<file path="config.mk">
export PLATFORM = sky130hd
export DESIGN_NAME = alu_seq_exec
export DESIGN_NICKNAME = d
export VERILOG_FILES = /design/src/rtl/alu_pkg.sv /design/src/rtl/alu_seq_comb.sv /design/src/rtl/alu_seq_exec.sv
export SDC_FILE = /design/constraint.sdc
export NUM_CORES = 1
export LEC_CHECK = 0
export BUFFER_PORTS_ARGS = -buffer_cell sky130_fd_sc_hd__buf_2
export CAP_MARGIN = 20
export CORE_MARGIN = 2
export CORE_UTILIZATION = 50
export DETAILED_ROUTE_END_ITERATION = 10
export PLACE_DENSITY = 0.73
export SYNTH_ARGS = -nofsm -noshare
export SYNTH_HDL_FRONTEND = slang
export SYNTH_SLANG_ARGS = --single-unit
export TNS_END_PERCENT = 30
</file>
<file path="constraint.sdc">
create_clock -name clk -period 2.36 [get_ports clk]
set_clock_uncertainty 0.2 [all_clocks]
set_input_delay 0.118 -clock clk [delete_from_list [all_inputs] [get_ports clk]]
set_output_delay 0.118 -clock clk [all_outputs]
set_load 0.01 [all_outputs]
</file>
<file path="src/rtl/alu_pkg.sv">
// rtl/alu_pkg.sv - shared ALU control codes, FSM state type and helpers
package alu_pkg;

    localparam int CTRL_W  = 4;
    localparam int SHAMT_W = 5;
    localparam int STATE_W = 2;

    localparam logic [CTRL_W-1:0] ALU_ADD = 4'd0;
    localparam logic [CTRL_W-1:0] ALU_SUB = 4'd1;
    localparam logic [CTRL_W-1:0] ALU_AND = 4'd3;
    localparam logic [CTRL_W-1:0] ALU_OR  = 4'd4;
    localparam logic [CTRL_W-1:0] ALU_XOR = 4'd5;
    localparam logic [CTRL_W-1:0] ALU_LUI = 4'd6;
    localparam logic [CTRL_W-1:0] ALU_SLL = 4'd7;
    localparam logic [CTRL_W-1:0] ALU_SRL = 4'd8;
    localparam logic [CTRL_W-1:0] ALU_SRA = 4'd9;
    localparam logic [CTRL_W-1:0] ALU_NOR = 4'd11;
    localparam logic [CTRL_W-1:0] ALU_SLT = 4'd12;

    typedef enum logic [STATE_W-1:0] {
        ST_IDLE  = 2'd0,
        ST_SHIFT = 2'd1,
        ST_DONE  = 2'd2
    } state_t;

    function automatic logic is_shift(input logic [CTRL_W-1:0] ctrl);
        return (ctrl == ALU_SLL) || (ctrl == ALU_SRL) || (ctrl == ALU_SRA);
    endfunction

endpackage

</file>
<file path="src/rtl/alu_seq_comb.sv">
// rtl/alu_seq_comb.sv - single-cycle ALU datapath and result flags
module alu_seq_comb
    import alu_pkg::*;
#(
    parameter int DATA_W = 32
) (
    input  logic [CTRL_W-1:0] alu_ctrl,
    input  logic [DATA_W-1:0] a,
    input  logic [DATA_W-1:0] b,
    output logic [DATA_W-1:0] result,
    output logic              zero,
    output logic              ovf,
    output logic              illegal
);

    logic [DATA_W-1:0] sum;
    logic [DATA_W-1:0] diff;

    assign sum  = a + b;
    assign diff = a - b;

    // Shift codes reaching this path have a zero shift amount, so they pass b through.
    always_comb begin
        result  = '0;
        ovf     = 1'b0;
        illegal = 1'b0;
        case (alu_ctrl)
            ALU_ADD: begin
                result = sum;
                ovf    = (a[DATA_W-1] == b[DATA_W-1]) && (sum[DATA_W-1] != a[DATA_W-1]);
            end
            ALU_SUB: begin
                result = diff;
                ovf    = (a[DATA_W-1] != b[DATA_W-1]) && (diff[DATA_W-1] != a[DATA_W-1]);
            end
            ALU_AND: result = a & b;
            ALU_OR:  result = a | b;
            ALU_XOR: result = a ^ b;
            ALU_LUI: result = {b[DATA_W-17:0], 16'h0000};
            ALU_SLL, ALU_SRL, ALU_SRA: result = b;
            ALU_NOR: result = ~(a | b);
            ALU_SLT: result = {{(DATA_W-1){1'b0}}, ($signed(a) < $signed(b))};
            default: illegal = 1'b1;
        endcase
    end

    assign zero = (result == '0);

endmodule

</file>
<file path="src/rtl/alu_seq_exec.sv">
// rtl/alu_seq_exec.sv - execute-stage ALU with iterative shifter and valid/ready output
module alu_seq_exec
    import alu_pkg::*;
#(
    parameter int DATA_W = 32
) (
    input  logic               clk,
    input  logic               rst,
    input  logic               in_valid,
    output logic               in_ready,
    input  logic [CTRL_W-1:0]  alu_ctrl,
    input  logic [DATA_W-1:0]  op_a,
    input  logic [DATA_W-1:0]  op_b,
    input  logic [SHAMT_W-1:0] shamt,
    output logic               out_valid,
    input  logic               out_ready,
    output logic [DATA_W-1:0]  result,
    output logic               zero,
    output logic               ovf,
    output logic               illegal
);

    state_t              state_q, state_d;
    logic [DATA_W-1:0]   sreg_q, sreg_d;
    logic [SHAMT_W-1:0]  cnt_q, cnt_d;
    logic                sign_q, sign_d;
    logic [CTRL_W-1:0]   op_q, op_d;
    logic [DATA_W-1:0]   result_q, result_d;
    logic                zero_q, zero_d;
    logic                ovf_q, ovf_d;
    logic                illegal_q, illegal_d;

    logic [DATA_W-1:0]   c_result;
    logic                c_zero, c_ovf, c_illegal;
    logic [DATA_W-1:0]   shifted;
    logic                accept;

    alu_seq_comb #(.DATA_W(DATA_W)) u_comb (
        .alu_ctrl (alu_ctrl),
        .a        (op_a),
        .b        (op_b),
        .result   (c_result),
        .zero     (c_zero),
        .ovf      (c_ovf),
        .illegal  (c_illegal)
    );

    assign in_ready  = (state_q == ST_IDLE) || ((state_q == ST_DONE) && out_ready);
    assign accept    = in_valid && in_ready;
    assign out_valid = (state_q == ST_DONE);
    assign result    = result_q;
    assign zero      = zero_q;
    assign ovf       = ovf_q;
    assign illegal   = illegal_q;

    // SRA fills from the sign captured at acceptance, not from the moving register.
    always_comb begin
        case (op_q)
            ALU_SLL: shifted = {sreg_q[DATA_W-2:0], 1'b0};
            ALU_SRA: shifted = {sign_q, sreg_q[DATA_W-1:1]};
            default: shifted = {1'b0, sreg_q[DATA_W-1:1]};
        endcase
    end

    always_comb begin
        state_d   = state_q;
        sreg_d    = sreg_q;
        cnt_d     = cnt_q;
        sign_d    = sign_q;
        op_d      = op_q;
        result_d  = result_q;
        zero_d    = zero_q;
        ovf_d     = ovf_q;
        illegal_d = illegal_q;

        case (state_q)
            ST_SHIFT: begin
                sreg_d = shifted;
                cnt_d  = cnt_q - SHAMT_W'(1);
                if (cnt_q == SHAMT_W'(1)) begin
                    result_d  = shifted;
                    zero_d    = (shifted == '0);
                    ovf_d     = 1'b0;
                    illegal_d = 1'b0;
                    state_d   = ST_DONE;
                end
            end
            ST_DONE: begin
                if (out_ready) begin
                    state_d = ST_IDLE;
                end
            end
            ST_IDLE: state_d = ST_IDLE;
            default: state_d = ST_IDLE;
        endcase

        // Acceptance from IDLE and back-to-back acceptance from DONE share one path.
        if (accept) begin
            if (is_shift(alu_ctrl) && (shamt != '0)) begin
                sreg_d  = op_b;
                cnt_d   = shamt;
                sign_d  = op_b[DATA_W-1];
                op_d    = alu_ctrl;
                state_d = ST_SHIFT;
            end else begin
                result_d  = c_result;
                zero_d    = c_zero;
                ovf_d     = c_ovf;
                illegal_d = c_illegal;
                state_d   = ST_DONE;
            end
        end
    end

    always_ff @(posedge clk or posedge rst) begin
        if (rst) begin
            state_q   <= ST_IDLE;
            sreg_q    <= '0;
            cnt_q     <= '0;
            sign_q    <= 1'b0;
            op_q      <= '0;
            result_q  <= '0;
            zero_q    <= 1'b0;
            ovf_q     <= 1'b0;
            illegal_q <= 1'b0;
        end else begin
            state_q   <= state_d;
            sreg_q    <= sreg_d;
            cnt_q     <= cnt_d;
            sign_q    <= sign_d;
            op_q      <= op_d;
            result_q  <= result_d;
            zero_q    <= zero_d;
            ovf_q     <= ovf_d;
            illegal_q <= illegal_d;
        end
    end

endmodule

</file>
==> summary.md <==
| Metric | Value |
|---|---|
| Outcome | finished with violations |
| Failing checks | negative setup slack |
| Post-synthesis sequential area ratio | 0.1949 |
| Area post-placement | 0.01473 sq mm |
| Slew Viols, Final | 0 |
| GPL Wtd Cong | 1.060 |
| Num CTS Buffers | 9 |
| Area grow syn2layout | 59.83% |
| Mapped Cells | 1356 |
| Worst r2r dst | zero$_DFF_PP0_ |
| Routed via count | 13826 |
| Worst EP arrival | 3.68 ns |
| Dominant cell type by area after synthesis | dfrtp_1 |
| CTS clk-pin slew, worst paths | 0.06 ns |
| Starting DRT DRC Count | 1554 |
| Post-route setup slack | -1.246 ns |
| Syn Std Cell Area | 0.01014 sq mm |
| 1st-pass router iterations | 9 |
| Most frequent CP cell | nand4_1 |
| Final Hold Violating Endpoints | 0 |
| Top FF cell, synth | dfrtp_1 |
| RSZ-0062 raised after global routing | true |
| Largest net degree at the start of global routing | 67 |
| Final instance area | 0.01621 sq mm |
| Crit share post-route | 1.528 |
| I/O pins | 114 |
| DP Worst Slack | -1.696 ns |
| DR WL/cell | 22.21 um |
| Sinks on Clock Net | 79 |
| Flop2flop setup slack | -0.86 ns |
| Measured slew at the worst slew-check pin | 0.8976 ns |
| Filler Cell Count | 1358 |
| Congestion Overflow GR | 0 |
| Setup TNS | -10.95 ns |
| EDFF count, synth | 0 |
| Max Clk Rate | 0.2773 GHz |
| Crit. End Element | register |
| Synthesized Nets | 1533 |
| Share of layout cells above drive strength 1 | 0.4226 |
| Worst path max stage delay | 0.38 ns |
| Final min period | 3.606 ns |
| DRC Markers | 0 |
| Total track usage | 0.4414 |
| Initial core utilization | 0.5061 |
| WS Path Type | input port to register |
| Longest Clk Path Bufs | 2 |
| WL final | 49200 um |
| CP max FO | 3 |
| Placed cell count | 2154 |
| Synth warn | 0 |
| Hold path endpoint | sreg_q[28]$_DFF_PP0_ |
| Final ANT Viol Nets | 0 |
| N_diodes | 0 |
| Vias in the first global route | 13443 |
| Initial antenna violation count | 2 |
| WP buf/inv | 2 |
| Hold Path Cell Cnt | 4 |
| # nets final | 2117 |
| Worst ir drop on vdd | 0.4326 mV |
| # H-tree levels | 3 |
| Setup crit start kind | input port |
| Static Leakage | 0.007778 uW |
| Slew HR | 0.4007 |
| First-pass GRT wire length | 74020 um |
| Power Dens Cells | 575.9 mW/mm^2 |
| Hold crit path type | input port to register |
| CP max stage cell | nor4_2 |
| Ys async rst share | 1.000 |
| CP required | 2.44 ns |
| Critical Path, Cell by Cell | buf_12 -> ha_4 -> fa_2 -> a211oi_2 -> nor2_1 -> a221o_1 -> a221oi_2 -> nand4_1 -> a2111oi_2 -> nand4_1 -> nor4_2 -> nand4_1 -> nor4_2 -> buf_4 -> a41o_1 |
| # port buffers | 113 |
| Via/cell ratio | 6.242 |
| Final cell count without fillers | 2215 |
| Register-to-Register Path Depth | 11 |
| Hold path start | op_b[28] |
| Max_cap viols | 0 |
| Top delay family on crit path | simple AND/OR/NAND/NOR gates |
| Die area | 0.02144 sq mm |
| Core footprint | 0.02004 sq mm |
| CTS tree | built |
| CTS Root Cell | clkbuf_16 |
| Reg-to-reg startpoint | state_q[1]$_DFFE_PP0P_ |
| Die height | 146.4 um |
| FF+latch count, synth | 79 |
| Top post-synthesis cells by area | dfrtp_1 (19%), ha_1 (12%), a21oi_1 (6.2%), nand2_1 (5.1%), mux2i_1 (4.5%) |
| DP HPWL | 37560 um |
| Setup Viol. Count Final | 25 |
| Synth top area share | 0.1949 |
| Avg Cell Area, Syn | 7.479 sq um |
| Rows | 52 |
| Netlist cell types | 97 |
| Clk_lat worst skew | 0.34 ns |
| Die Width | 146.4 um |
-- per-layer routing --
| metal | up-vias | global-route usage | wire, um |
|---|---|---|---|
| met3 | 203 | 0.06813 | 5377 |
| met4 | 0 | 0.1976 | 2770 |
| li1 | 6197 | - | - |
| met5 | - | 0 | 0 |
| met2 | 896 | 0.7026 | 21610 |
| met1 | 6530 | 0.5943 | 19440 |
-- report_power, final --
group / switching (uW) / leakage, uW / total (uW) / internal (uW)
combinational: 2890 / 0.00670 / 5610 / 2720
clock: 568 / 0.000124 / 1280 / 711
sequential: 505 / 0.000954 / 2450 / 1940
total: 3960 / 0.00778 / 9330 / 5370
-- through the flow --
step,total power [uW],util,hold slack (ns)
6_report,9334,0.8088,0.01916
5_1_grt,9769,0.8088,0.03439
4_1_cts,8971,0.7964,0.005239
3_5_place_dp,7395,0.7353,-0.1377
3_3_place_gp,7238,0.7353,-0.1431
2_1_floorplan,4757,-,0.03484
-- how the worst max path moves through the flow --
stage / startpoint / endpoint / slack [ns] / cells after the start
3_5_place_dp: op_a[0] / zero$_DFF_PP0_ / -1.70 / 15
2_1_floorplan: op_a[0] / zero$_DFF_PP0_ / -0.62 / 13
6_report: op_a[0] / zero$_DFF_PP0_ / -1.25 / 15
5_1_grt: op_a[0] / zero$_DFF_PP0_ / -1.34 / 15
4_1_cts: op_a[0] / zero$_DFF_PP0_ / -1.09 / 15
3_3_place_gp: op_a[1] / zero$_DFF_PP0_ / -1.69 / 16
-- worst register-to-register path, stage by stage (launching register included) --
cell and delay (ns):
dfrtp_1 0.39, a21oi_1 0.21, o211ai_1 0.27, nor3_2 0.27, nand4_1 0.18, a2111oi_2 0.26
nand4_1 0.23, nor4_2 0.29, nand4_1 0.17, nor4_2 0.38, buf_4 0.18, a41o_1 0.14
-- layout make-up --
class | instances | area, sq um | area share
flip-flops and latches | 79 | 1977 | 0.1220
clock inverters | 7 | 48.80 | 0.003011
well taps | 270 | 337.8 | 0.02084
repair buffers | 667 | 5041 | 0.3110
inverters | 101 | 407.9 | 0.02517
multi-input cells | 1082 | 8170 | 0.5041
clock buffers | 9 | 225.2 | 0.01390
-- kinds of logic after synthesis --
family / after synthesis / synth area share
AO/OA/AOI/OAI: 499 / 0.3452
AND/OR/NAND/NOR: 430 / 0.2048
buffers and inverters: 195 / 0.07847
adder cells (fa/ha/maj): 100 / 0.1249
flip-flops: 79 / 0.1949
multiplexers: 47 / 0.04651
XOR/XNOR: 6 / 0.005183
-- Yosys cell counts (22+ instances only) --
| cell | instances |
|---|---|
| nand2_1 | 138 |
| nor2_1 | 110 |
| nand3_1 | 22 |
| nor3_1 | 38 |
| inv_1 | 99 |
| ha_1 | 98 |
| buf_2 | 24 |
| a22oi_1 | 25 |
| clkbuf_1 | 50 |
| nand4_1 | 23 |
| mux2i_1 | 46 |
| o211ai_1 | 57 |
| o21ai_0 | 82 |
| dfrtp_1 | 79 |
| a21oi_1 | 126 |
-- registers in the layout (all words and copies together), names as in the netlist --
register,cells
ovf,1
state_q,2
sreg_q,32
sign_q,1
op_q,4
zero,1
cnt_q,5
illegal,1
result,32
-- placed cells by master (no fill, tap or decap), types with 7 or more instances in the layout --
| master | synthesis | final |
|---|---|---|
| buf_4 | 3 | 514 |
| nand2_1 | 138 | 134 |
| nor2_1 | 110 | 106 |
| a21oi_1 | 126 | 103 |
| buf_2 | 24 | 101 |
| inv_1 | 99 | 88 |
| ha_1 | 98 | 81 |
| dfrtp_1 | 79 | 79 |
| o21ai_0 | 82 | 70 |
| o211ai_1 | 57 | 57 |
| mux2i_1 | 46 | 46 |
| nor3_1 | 38 | 33 |
| a22oi_1 | 25 | 25 |
| buf_6 | 3 | 25 |
| nand4_1 | 23 | 23 |
| a21oi_2 | 1 | 21 |
| nand3_1 | 22 | 17 |
| o22ai_1 | 21 | 16 |
| a211oi_1 | 20 | 15 |
| ha_4 | 0 | 15 |
| nand2b_1 | 15 | 14 |
| nor4_1 | 18 | 14 |
| a221o_1 | 13 | 13 |
| dlygate4sd3_1 | 0 | 13 |
| o21bai_1 | 14 | 12 |
| nor2b_1 | 14 | 11 |
| a21o_1 | 11 | 11 |
| buf_12 | 0 | 11 |
| or3_1 | 10 | 10 |
| o31ai_1 | 15 | 10 |
| a221oi_1 | 15 | 10 |
| a31oi_1 | 10 | 9 |
| clkbuf_16 | 0 | 9 |
| o21ai_2 | 1 | 8 |
| o21ai_1 | 3 | 8 |
| o221ai_1 | 7 | 7 |
-- repair_timing --
item	CTS	global route
hold endpoints to repair	94	0
hold buffers	13	0
setup buffers	31	8
gates cloned	0	0
gates resized for setup	138	40
pin swaps	53	20
endpoints found under the setup margin	26	33
Note: power is estimated with default switching activity, not from simulation.
